===== src/rtl/serial_a_paralelo_if.sv =====
// ============================================================================
//  serial_a_paralelo_if
//  Serial-side input and byte-side outputs of the serial-to-parallel
//  receiver. The slave modport is the receiver; the master modport is
//  whatever drives the serial line and consumes the received bytes.
//  Optional feature macro: SP_BC_COUNT_EN (adds bc_count).
//  Revision: 1.0
// ============================================================================
`default_nettype none

interface serial_a_paralelo_if;
   logic       in;
   logic [7:0] out;
   logic       valid_out;
   logic       active;
`ifdef SP_BC_COUNT_EN
   logic [7:0] bc_count;

   modport master (output in, input out, input valid_out, input active, input bc_count);
   modport slave  (input in, output out, output valid_out, output active, output bc_count);
`else
   modport master (output in, input out, input valid_out, input active);
   modport slave  (input in, output out, output valid_out, output active);
`endif
endinterface

`default_nettype wire


===== src/rtl/serial_a_paralelo.sv =====
// ============================================================================
//  serial_a_paralelo
//  Serial-to-parallel receiver for a PCIe-style lane. Samples one bit per
//  clk32f edge (MSB first), hunts for the COM symbol to find byte alignment,
//  locks after LOCK_COUNT consecutive aligned COMs and then delivers each
//  non-COM byte with a valid flag; COM bytes are treated as idle.
//  Optional feature macro: SP_BC_COUNT_EN (saturating locked-COM counter).
//  Revision: 1.0
// ============================================================================
`default_nettype none

module serial_a_paralelo #(
   parameter logic [7:0] COM_SYMBOL = 8'hBC,
   parameter int         LOCK_COUNT = 4      // legal range 1..7
) (
   input wire logic           clk32f,
   input wire logic           reset,         // asynchronous, active low
   serial_a_paralelo_if.slave bus
);

   localparam logic [1:0] ST_UNLOCKED = 2'd0;
   localparam logic [1:0] ST_ALIGN    = 2'd1;
   localparam logic [1:0] ST_LOCKED   = 2'd2;

   localparam logic [2:0] LOCK_TARGET = 3'(LOCK_COUNT);

   logic [1:0] state_q,  state_d;
   logic [7:0] sr_q,     sr_d;
   logic [2:0] bitcnt_q, bitcnt_d;
   logic [2:0] comcnt_q, comcnt_d;
   logic [7:0] out_q,    out_d;
   logic       valid_q,  valid_d;
   logic       active_q, active_d;
`ifdef SP_BC_COUNT_EN
   logic [7:0] bc_q,     bc_d;
`endif

   // Byte completed by the current edge and the two qualifiers built on it.
   logic [7:0] win;
   logic       is_com;
   logic       boundary;

   assign win      = {sr_q[6:0], bus.in};
   assign is_com   = (win == COM_SYMBOL);
   assign boundary = (bitcnt_q == 3'd7);
   assign sr_d     = win;

   // State register: every flop of the receiver, cleared asynchronously.
   always_ff @(posedge clk32f or negedge reset) begin
      if (!reset) begin
         state_q  <= ST_UNLOCKED;
         sr_q     <= 8'h00;
         bitcnt_q <= 3'd0;
         comcnt_q <= 3'd0;
         out_q    <= 8'h00;
         valid_q  <= 1'b0;
         active_q <= 1'b0;
`ifdef SP_BC_COUNT_EN
         bc_q     <= 8'h00;
`endif
      end else begin
         state_q  <= state_d;
         sr_q     <= sr_d;
         bitcnt_q <= bitcnt_d;
         comcnt_q <= comcnt_d;
         out_q    <= out_d;
         valid_q  <= valid_d;
         active_q <= active_d;
`ifdef SP_BC_COUNT_EN
         bc_q     <= bc_d;
`endif
      end
   end

   // Next state: hunt for COM at any bit offset, then confirm it on byte boundaries.
   always_comb begin
      state_d  = state_q;
      bitcnt_d = bitcnt_q + 3'd1;
      comcnt_d = comcnt_q;
      case (state_q)
         ST_UNLOCKED: begin
            // bitcnt is parked at 0 so the first slot after a match starts cleanly.
            bitcnt_d = 3'd0;
            if (is_com) begin
               comcnt_d = 3'd1;
               state_d  = (LOCK_COUNT == 1) ? ST_LOCKED : ST_ALIGN;
            end
         end
         ST_ALIGN: begin
            if (boundary) begin
               if (is_com) begin
                  comcnt_d = comcnt_q + 3'd1;
                  if ((comcnt_q + 3'd1) == LOCK_TARGET) begin
                     state_d = ST_LOCKED;
                  end
               end else begin
                  comcnt_d = 3'd0;
                  state_d  = ST_UNLOCKED;
               end
            end
         end
         ST_LOCKED: begin
            // Lock is only lost through reset.
            state_d = ST_LOCKED;
         end
         default: begin
            bitcnt_d = 3'd0;
            comcnt_d = 3'd0;
            state_d  = ST_UNLOCKED;
         end
      endcase
   end

   // Outputs: byte delivery and idle handling on locked byte boundaries only.
   always_comb begin
      out_d    = out_q;
      valid_d  = valid_q;
      active_d = (state_d == ST_LOCKED);
`ifdef SP_BC_COUNT_EN
      bc_d     = bc_q;
`endif
      if ((state_q == ST_LOCKED) && boundary) begin
         if (!is_com) begin
            out_d   = win;
            valid_d = 1'b1;
         end else begin
            valid_d = 1'b0;
`ifdef SP_BC_COUNT_EN
            if (bc_q != 8'hFF) begin
               bc_d = bc_q + 8'd1;
            end
`endif
         end
      end
   end

   assign bus.out       = out_q;
   assign bus.valid_out = valid_q;
   assign bus.active    = active_q;
`ifdef SP_BC_COUNT_EN
   assign bus.bc_count  = bc_q;
`endif

endmodule

`default_nettype wire


===== src/flat_wrapper.sv =====
// flat-port wrapper written by rule: the top's interface ports become plain ports
module serial_a_paralelo_flat 
#(
   parameter logic [7:0] COM_SYMBOL = 8'hBC,
   parameter int         LOCK_COUNT = 4                         
)
  (clk32f, reset, bus_in, bus_out, bus_valid_out, bus_active);
  serial_a_paralelo_if bus_i ();
  input wire logic clk32f;
  input wire logic reset;
  input wire logic [$bits(bus_i.in)-1:0] bus_in;
  output wire logic [$bits(bus_i.out)-1:0] bus_out;
  output wire logic [$bits(bus_i.valid_out)-1:0] bus_valid_out;
  output wire logic [$bits(bus_i.active)-1:0] bus_active;
  assign bus_i.in = bus_in;
  assign bus_out = bus_i.out;
  assign bus_valid_out = bus_i.valid_out;
  assign bus_active = bus_i.active;
  serial_a_paralelo #(.COM_SYMBOL(COM_SYMBOL), .LOCK_COUNT(LOCK_COUNT)) u_core (.clk32f(clk32f), .reset(reset), .bus(bus_i));
endmodule

===== config.mk =====
export PLATFORM = sky130hd
export DESIGN_NAME = serial_a_paralelo_flat
export DESIGN_NICKNAME = d
export VERILOG_FILES = /design/src/rtl/serial_a_paralelo_if.sv /design/src/rtl/serial_a_paralelo.sv /design/src/flat_wrapper.sv
export SDC_FILE = /design/constraint.sdc
export NUM_CORES = 1
export LEC_CHECK = 0
export ABC_AREA = 1
export CAP_MARGIN = 5
export CORE_MARGIN = 1
export CORE_UTILIZATION = 45
export CTS_CLUSTER_SIZE = 25
export DETAILED_ROUTE_END_ITERATION = 12
export PLACE_DENSITY_LB_ADDON = 0.2
export REMOVE_ABC_BUFFERS = 1
export SETUP_SLACK_MARGIN = 0.4
export SLEW_MARGIN = 25
export SYNTH_ARGS = -nofsm -noshare
export SYNTH_HDL_FRONTEND = slang
export SYNTH_SLANG_ARGS = --single-unit

===== constraint.sdc =====
create_clock -name clk32f -period 2.8 [get_ports clk32f]
set_input_delay 0.7 -clock clk32f [delete_from_list [all_inputs] [get_ports clk32f]]
set_output_delay 0.7 -clock clk32f [all_outputs]
set_load 0.02 [all_outputs]

# ---- After elaboration in Yosys (flattened, before gate mapping)
# Cells that the tools add are included.
dict set report op_classes {
  muxes 11
  eq_ne 8
  bitwise_logic 2
  reduce_logical 5
  n_addsub 2
}
# op n
set ops {}
lappend ops {{2-to-1 mux 3 bit} 4}
lappend ops {{one-hot mux 3 bit (3 select lines)} 1}
lappend ops {{equality test 8 bit, second input constant} 1}
lappend ops {{2-to-1 mux 2 bit} 4}
lappend ops {{adder 3 x 1 -> 3 bit, second input constant} 2}
lappend ops {{equality test 3 bit, second input constant} 2}
lappend ops {{one-hot mux 2 bit (3 select lines)} 1}
lappend ops {{equality test 2 bit, second input constant} 2}
lappend ops {{inequality test 2 x 1 -> 1 bit, second input constant} 2}
lappend ops {{AND reduction 3 bit} 1}
lappend ops {{equality test 2 x 1 -> 1 bit, second input constant} 1}
lappend ops {{logical NOT 2 bit} 1}
lappend ops {{inverter 1 bit} 2}
lappend ops {{AND reduction 2 bit} 1}
lappend ops {{OR reduction 2 bit} 1}
lappend ops {{logical AND 1 bit} 1}
lappend ops {{2-to-1 mux 1 bit} 1}
dict set report totals {
  in_bits 3
  wordCells 35
  output_inout_bits 10
  regBits 25
}

# ---- Depth between registers and ports, before layout
# Gate-level depths: netlist of the first run.
dict set report depth {
  word_depth 7
  depth_mapped 10
  mapped_depth_nobuf 10
}

# ---- Least setup slack after synthesis of the first run
# No wires, ideal clock.
dict set report synth_timing {
  path_kind {input to register}
  from {in bus_in}
  to {reg u_core.out_q[3], in the netlist u_core.bus.out[3]}
  required_ns 2.675
  path_slack_ns 1.190
  arrival_time_ns 1.484
  cell_stages 7
  setup_ns 0.125
  path_buffers 1
  cell_sequence {inv_1 -> nand2_1 -> nor2_2 -> nand2_4 -> nand2_4 -> buf_8 -> mux2_4}
}
dict set report synth_between {
  elab_chain_len 3
}
# item line
set synth_rtl {}
lappend synth_rtl {{from (decl)} flat_wrapper.sv:11} ;# input wire logic [$bits(bus_i.in)-1:0] bus_in;
lappend synth_rtl {{equality test 8 bit} serial_a_paralelo.sv:44} ;# assign is_com = (win == COM_SYMBOL);
lappend synth_rtl {{inverter 1 bit (no source line)} n/a}
lappend synth_rtl {{AND reduction 2 bit (no source line)} n/a}
lappend synth_rtl {{to (signal assigned)} serial_a_paralelo.sv:66} ;# out_q <= out_d;
lappend synth_rtl {{to (decl)} serial_a_paralelo.sv:31} ;# logic [7:0] out_q, out_d;
# Every way passes these cells.
# A chain may end at the register's enable or synchronous reset.

# ---- Worst setup path after layout of the first run
dict set report layout_timing {
  from {reg u_core.out_q[1], in the netlist u_core.bus.out[1]}
  to {out bus_out[1]}
}
# item line
set layout_rtl {}
lappend layout_rtl {{to (decl)} flat_wrapper.sv:12} ;# output wire logic [$bits(bus_i.out)-1:0] bus_out;
# No word-level cell between the ends.

==> results of run 1 <==
[path summary, 6_finish.rpt]
| kind | start | to | slack, ns | cells after the start |
|---|---|---|---|---|
| max | u_core.bus.out[1] | bus_out[1] | 0.81 | 1 |
| min | u_core.sr_q[5] | u_core.sr_q[6] | 0.39 | 0 |
| max reg2reg | u_core.bitcnt_q[0] | u_core.bus.out[7] | 1.20 | 6 |
| min reg2reg | u_core.sr_q[5] | u_core.sr_q[6] | 0.39 | 0 |
| max in group asynchronous | reset | u_core.sr_q[0] | 1.83 | 2 |
| min in group asynchronous | reset | u_core.comcnt_q[0] | 0.73 | 2 |
[placed cells by master (no fill, tap or decap)]
master           count
nand3_2              1
o21ai_0              3
nand2_2              1
nand2_1             28
nor2_2               1
mux2_2               2
a21oi_1              1
nand2_4              2
xor2_1               1
ha_1                 8
clkbuf_4             3
clkdlybuf4s50_1     12
nor2_1               2
nor2_4               1
inv_2                1
buf_4                1
clkinv_2             1
nand3_1              3
or2_1                1
o21ai_1              3
o21bai_1             1
inv_1               17
dfrtp_1             25
mux2_4               3
[power by group through the flow]
stage                     Sequential (mW)  Combinational [mW]  Clock, mW
final                               0.396              0.0821      0.155
after floorplan                     0.399              0.0613          0
after CTS                           0.397              0.0847      0.164
after detailed placement            0.404              0.0840          0
after global placement              0.403              0.0818          0
after global routing                0.399              0.0966      0.175
[through the flow]
step | setup WS, ns | utilization | instance area [µm²] | power (mW)
floorplan | 1.21 | - | 1100 | 0.460
global placement | 0.718 | 0.556 | 1260 | 0.485
detailed placement | 0.698 | 0.556 | 1260 | 0.488
CTS | 0.794 | 0.568 | 1290 | 0.645
global route | 0.750 | 0.568 | 1290 | 0.671
finish | 0.814 | 0.568 | 1290 | 0.633
[area by class of cell]
class / instances / area share
well taps: 28 / 0.0271
repair buffers: 13 / 0.0987
clock buffers: 3 / 0.0174
clock inverters: 1 / 0.00387
flip-flops and latches: 25 / 0.484
inverters: 18 / 0.0523
multi-input cells: 62 / 0.317
[state kept, by name (all words and copies together), names as in the netlist]
signal                flops
u_core.bus.active         1
u_core.sr_q               7
u_core.state_q            2
u_core.bus.valid_out      1
u_core.comcnt_q           3
u_core.bus.out            8
u_core.bitcnt_q           3
[per-layer routing]
| layer | global-route usage | share of wire | up-vias |
|---|---|---|---|
| li1 | - | - | 356 |
| met1 | 0.187 | 0.49 | 317 |
| met2 | 0.233 | 0.47 | 7 |
| met3 | 0.0351 | 0.027 | 2 |
| met4 | 0.0541 | 0.011 | 0 |
| met5 | 0 | 0 | - |
[cell families after synthesis]
| family | synth area share |
|---|---|
| compound gates | 0.0381 |
| xor+xnor | 0.00784 |
| simple gates | 0.170 |
| fa+ha+maj | 0.0896 |
| mux | 0.0605 |
| flops | 0.560 |
| buf+inv | 0.0739 |
==> summary.md, run 1 <==
| Metric | Value |
|---|---|
| Final wirelength | `1540 µm` |
| Cts repair resizes | `0` |
| Synth area leaders | `dfrtp_1 (56%), nand2_1 (9.4%), ha_1 (9.0%), inv_1 (5.7%), mux2_4 (4.0%)` |
| Clock Power Share | `0.244` |
| Remaining Overflow, GRT | `0` |
| Via count | `682` |
| Final estimated routing congestion in global placement | `0.773` |
| Worst slew margin | `0.798` |
| Final hold slack | `0.390 ns` |
| Die Span Y | `51.8 µm` |
| FF+latch count, synth | `25` |
| DP HPWL | `1160 µm` |
| # diodes | `0` |
| CP Cell Sequence | `clkdlybuf4s50_1` |
| Maximum net fanout on the critical path | `2` |
| Setup Skew | `0.00446 ns` |
| Count leader, synth | `nand2_1` |
| Ports | `13` |
| Ys flop type | `dfrtp_1` |
| Area of the multi-input gates | `409 µm²` |
| Async SR Flop Fraction | `1.00` |
| Post-synthesis average cell area | `10.5 µm²` |
| Number of global-route vias before repair | `665` |
| Final setup fails | `0` |
| Detail Route Antenna Nets | `0` |
| Least-Margin Pin Slew | `0.303 ns` |
| GRT Util Overall | `0.145` |
| Final Non-Filler Cells | `150` |
| Post-synth cell types | `21` |
| Global-route wire length before repair | `2840 µm` |
| Min Clock Period, post-route | `1.99 ns` |
| Syn. warnings | `0` |
| Post-synth top area cell | `dfrtp_1` |
| Post-Place Cells | `146` |
| Vias/cell | `4.55` |
| Die W | `51.8 µm` |
| Tcrit/Tclk final | `0.709` |
| Core Area | `2280 µm²` |
| Die Area | `2690 µm²` |
| Routed WL per cell | `10.2 µm` |
| EDFF count, synth | `0` |
| DRC viols | `0` |
| PwrDens | `490 nW/µm²` |
| FF/Latch Area | `626 µm²` |
| Largest net degree at the start of global routing | `26` |
| Critical Path AT | `1.29 ns` |
| Port Buffers | `12` |
| Worst Setup End Kind | `output pin` |
| Comb power frac | `0.130` |
| Top cells by count, synth | `nand2_1 (28), dfrtp_1 (25), inv_1 (17)` |
| Cell row count | `17` |
| Crit path largest cell delay | `0.60 ns` |
| Hold-fix buffers at CTS | `0` |
| Seq pwr share | `0.626` |
| Clk slew on worst S/H paths | `0.13 ns` |
| Top delay family on crit path | `buffers and inverters` |
| Max cap viols | `0` |
| F_max | `0.503 GHz` |
| Status | `finished clean` |
| Synth top area share | `0.560` |
| Clock root buffer | `clkbuf_4` |
| Clock Path Buffers | `2` |
| Crit-path slowest cell | `clkdlybuf4s50_1` |
| Final-stage net count | `134` |
| Share of cells above drive strength 1 | `0.139` |
| Slew Viols, Final | `0` |
| CP bufs+invs | `1` |
| Mapped Area | `1120 µm²` |
| Worst-Skew Late Latency | `0.31 ns` |
| RSZ-0062 raised after global routing | `no` |
| Post-synthesis sequential area ratio | `0.560` |
| CTS Buf Count | `3` |
| Syn Inst Count | `106` |
| Setup TNS | `0 ns` |
| VDD IR max | `0.349 mV` |
| Worst Path Required | `2.10 ns` |
| P_sw | `0.168 mW` |
| CTS Sinks | `25` |
| TritonRoute pass-1 iters | `4` |
| Net Sw Frac | `0.265` |
| Drt initial violations | `9` |
| Crit Path Class | `flip-flop to output pin` |
| P_int | `0.465 mW` |
| Initial core utilization | `0.491` |
| Lkg Pwr | `0.717 nW` |
| Initial antenna violation count | `0` |
| Hold Crit Class | `flip-flop to flip-flop` |
| H-tree Lvls | `1` |
| Critical path launch point type | `flip-flop` |
| # fillers | `206` |
| TritonCTS clock tree | `yes` |
| Fin. Hold Viols | `0` |
| Synthesis-to-layout area growth | `15.7%` |
| Post-CTS Setup Bufs | `0` |
Note: power is estimated with default switching activity, not from simulation.
==> inputs of run 2 (changes only) <==
==> constraint.sdc (replaced) <==
create_clock -name clk32f -period 2 [get_ports clk32f]
set_input_delay 0.5 -clock clk32f [delete_from_list [all_inputs] [get_ports clk32f]]
set_output_delay 0.5 -clock clk32f [all_outputs]
set_load 0.02 [all_outputs]
==> summary.md, run 2 (synthesis results as in run 1) <==
| Metric | Value |
|---|---|
| Clk slew on worst S/H paths | `0.14 ns (was 0.13 ns)` |
| DP HPWL | `1160 µm (about the same)` |
| Lkg Pwr | `0.760 nW (was 0.717 nW)` |
| Seq pwr share | `0.623 (was 0.626)` |
| Largest net degree at the start of global routing | `26 (unchanged)` |
| Setup slack, reg-to-reg | `0.48 ns (was 1.20 ns)` |
| Crit Path Class | `flip-flop to output pin (unchanged)` |
| Worst slew margin | `0.790 (was 0.798)` |
| VDD IR max | `0.525 mV (was 0.349 mV)` |
| Hold path endpoint | `u_core.sr_q[6] (unchanged)` |
| # fillers | `206 (unchanged)` |
| DRC viols | `0 (unchanged)` |
| Port Buffers | `12 (unchanged)` |
| Final estimated routing congestion in global placement | `0.773 (about the same)` |
| Die Span Y | `51.8 µm (unchanged)` |
| CTS Sinks | `25 (unchanged)` |
| Drt initial violations | `9 (unchanged)` |
| Fin. Hold Viols | `0 (unchanged)` |
| Initial core utilization | `0.491 (unchanged)` |
| P_sw | `0.239 mW (was 0.168 mW)` |
| RSZ-0062 raised after global routing | `no (unchanged)` |
| Final wirelength | `1630 µm (was 1540 µm)` |
| Remaining Overflow, GRT | `0 (unchanged)` |
| Status | `finished clean (unchanged)` |
| Dpl ws | `0.0959 ns (was 0.698 ns)` |
| Slew Viols, Final | `0 (unchanged)` |
| P_int | `0.652 mW (was 0.465 mW)` |
| # diodes | `0 (unchanged)` |
| Maximum net fanout on the critical path | `2 (unchanged)` |
| Final-stage net count | `135 (was 134)` |
| Tcrit/Tclk final | `0.770` |
| TritonRoute pass-1 iters | `4 (unchanged)` |
| Least-Margin Pin Slew | `0.314 ns (was 0.303 ns)` |
| Clock Power Share | `0.247 (was 0.244)` |
| CTS Buf Count | `3 (unchanged)` |
| Die W | `51.8 µm (unchanged)` |
| Initial antenna violation count | `0 (unchanged)` |
| Min-delay src | `u_core.sr_q[5] (unchanged)` |
| Synthesis-to-layout area growth | `15.9% (was 15.7%)` |
| R2r endpoint | `u_core.bus.out[7] (unchanged)` |
| Fin worst setup slack | `0.460 ns (was 0.814 ns)` |
| Setup TNS | `0 ns (unchanged)` |
| Hold Crit Class | `flip-flop to flip-flop (unchanged)` |
| Critical path launch point type | `flip-flop (unchanged)` |
| F_max | `0.649 GHz` |
| Final setup fails | `0 (unchanged)` |
| Ports | `13 (unchanged)` |
| Commonest non-fill, non-tap cell in the layout | `nand2_1 (unchanged)` |
| Clock root buffer | `clkbuf_4 (unchanged)` |
| Worst Path Required | `1.50 ns (was 2.10 ns)` |
| Number of global-route vias before repair | `643 (was 665)` |
| Min Clock Period, post-route | `1.54 ns` |
| TritonCTS clock tree | `yes (unchanged)` |
| Die Area | `2690 µm² (unchanged)` |
| Setup Skew | `0.00728 ns (was 0.00446 ns)` |
| Area of the multi-input gates | `417 µm² (was 409 µm²)` |
| FF/Latch Area | `626 µm² (unchanged)` |
| Top delay family on crit path | `flip-flops (was buffers and inverters)` |
| Max cap viols | `0 (unchanged)` |
| H-tree Lvls | `1 (unchanged)` |
| Net Sw Frac | `0.268 (was 0.265)` |
| Crit path largest cell delay | `0.41 ns (was 0.60 ns)` |
| CP Cell Sequence | `dlygate4sd2_1 (was clkdlybuf4s50_1)` |
| Detail Route Antenna Nets | `0 (unchanged)` |
| Cell row count | `17 (unchanged)` |
| Global-route wire length before repair | `2930 µm (was 2840 µm)` |
| Worst Hold Path Cells | `0 (unchanged)` |
| Commonest cells after routing, fill and taps aside | `nand2_1 (26), dfrtp_1 (25), inv_1 (17) (was nand2_1 (28), dfrtp_1 (25), inv_1 (17))` |
| PnR Total Power | `0.891 mW (was 0.633 mW)` |
| PwrDens | `688 nW/µm² (was 490 nW/µm²)` |
| Vias/cell | `4.68 (was 4.55)` |
| Clock Path Buffers | `2 (unchanged)` |
| Share of cells above drive strength 1 | `0.171 (was 0.139)` |
| Max reg flops | `8 (unchanged)` |
| Core Area | `2280 µm² (unchanged)` |
| Via count | `706 (was 682)` |
| Worst-Skew Late Latency | `0.31 ns (about the same)` |
| Crit-path slowest cell | `dfrtp_1 (was clkdlybuf4s50_1)` |
| CP bufs+invs | `1 (unchanged)` |
| Worst Setup End Kind | `output pin (unchanged)` |
| Routed WL per cell | `10.8 µm (was 10.2 µm)` |
| GRT Util Overall | `0.151 (was 0.145)` |
| FF-to-FF path depth | `6 (unchanged)` |
| Critical Path AT | `1.04 ns (was 1.29 ns)` |
| Reg2reg start | `u_core.bitcnt_q[0] (unchanged)` |
| Comb power frac | `0.130 (about the same)` |
==> run 2: stage by stage <==
step           area [µm²]  hold slack [ns]  utilization  cells
2_1_floorplan        1100            0.204            -    105
5_1_grt              1290            0.407        0.569    151
3_5_place_dp         1260            0.363        0.556    146
4_1_cts              1290            0.393        0.566    151
6_report             1290            0.389        0.569    151
3_3_place_gp         1260            0.364        0.556    146
==> run 2: worst max path at each step <==
stage                                   from  slack, ns  cells past startpoint                end
after global placement                bus_in       0.12                      7  u_core.bus.out[2]
after CTS                 u_core.bitcnt_q[0]       0.41                      6  u_core.bus.out[2]
after detailed placement              bus_in        0.1                      7  u_core.bus.out[2]
after floorplan           u_core.bitcnt_q[0]       0.53                      6  u_core.bus.out[2]
final                      u_core.bus.out[1]       0.46                      1         bus_out[1]
after global routing       u_core.bus.out[1]       0.41                      1         bus_out[1]
==> run 2: layer usage <==
layer,GRT usage,wire length (µm)
met3,0.0351,63
met2,0.216,701
met5,0,0
met1,0.216,837
met4,0.0676,26
==> run 2: power groups by stage <==
stage / logic [mW] / registers, mW / clock network (mW)
after floorplan: 0.0858 / 0.559 / 0
after global placement: 0.114 / 0.564 / 0
after detailed placement: 0.116 / 0.566 / 0
after CTS: 0.116 / 0.555 / 0.228
after global routing: 0.137 / 0.559 / 0.250
final: 0.115 / 0.555 / 0.220
==> run 2: area by class of cell <==
class                   count  area share
inverters                  18      0.0522
repair buffers             14      0.0947
flip-flops and latches     25       0.483
clock buffers               3      0.0174
clock inverters             1     0.00386
well taps                  28      0.0271
multi-input cells          62       0.322
==> run 2: timing repair <==
item	in CTS	in global routing
pin swaps	1	1
resized for setup	10	3
buffers inserted	1	0
setup endpoints to repair	12	6
hold endpoints to repair	0	0
hold buffers	0	0
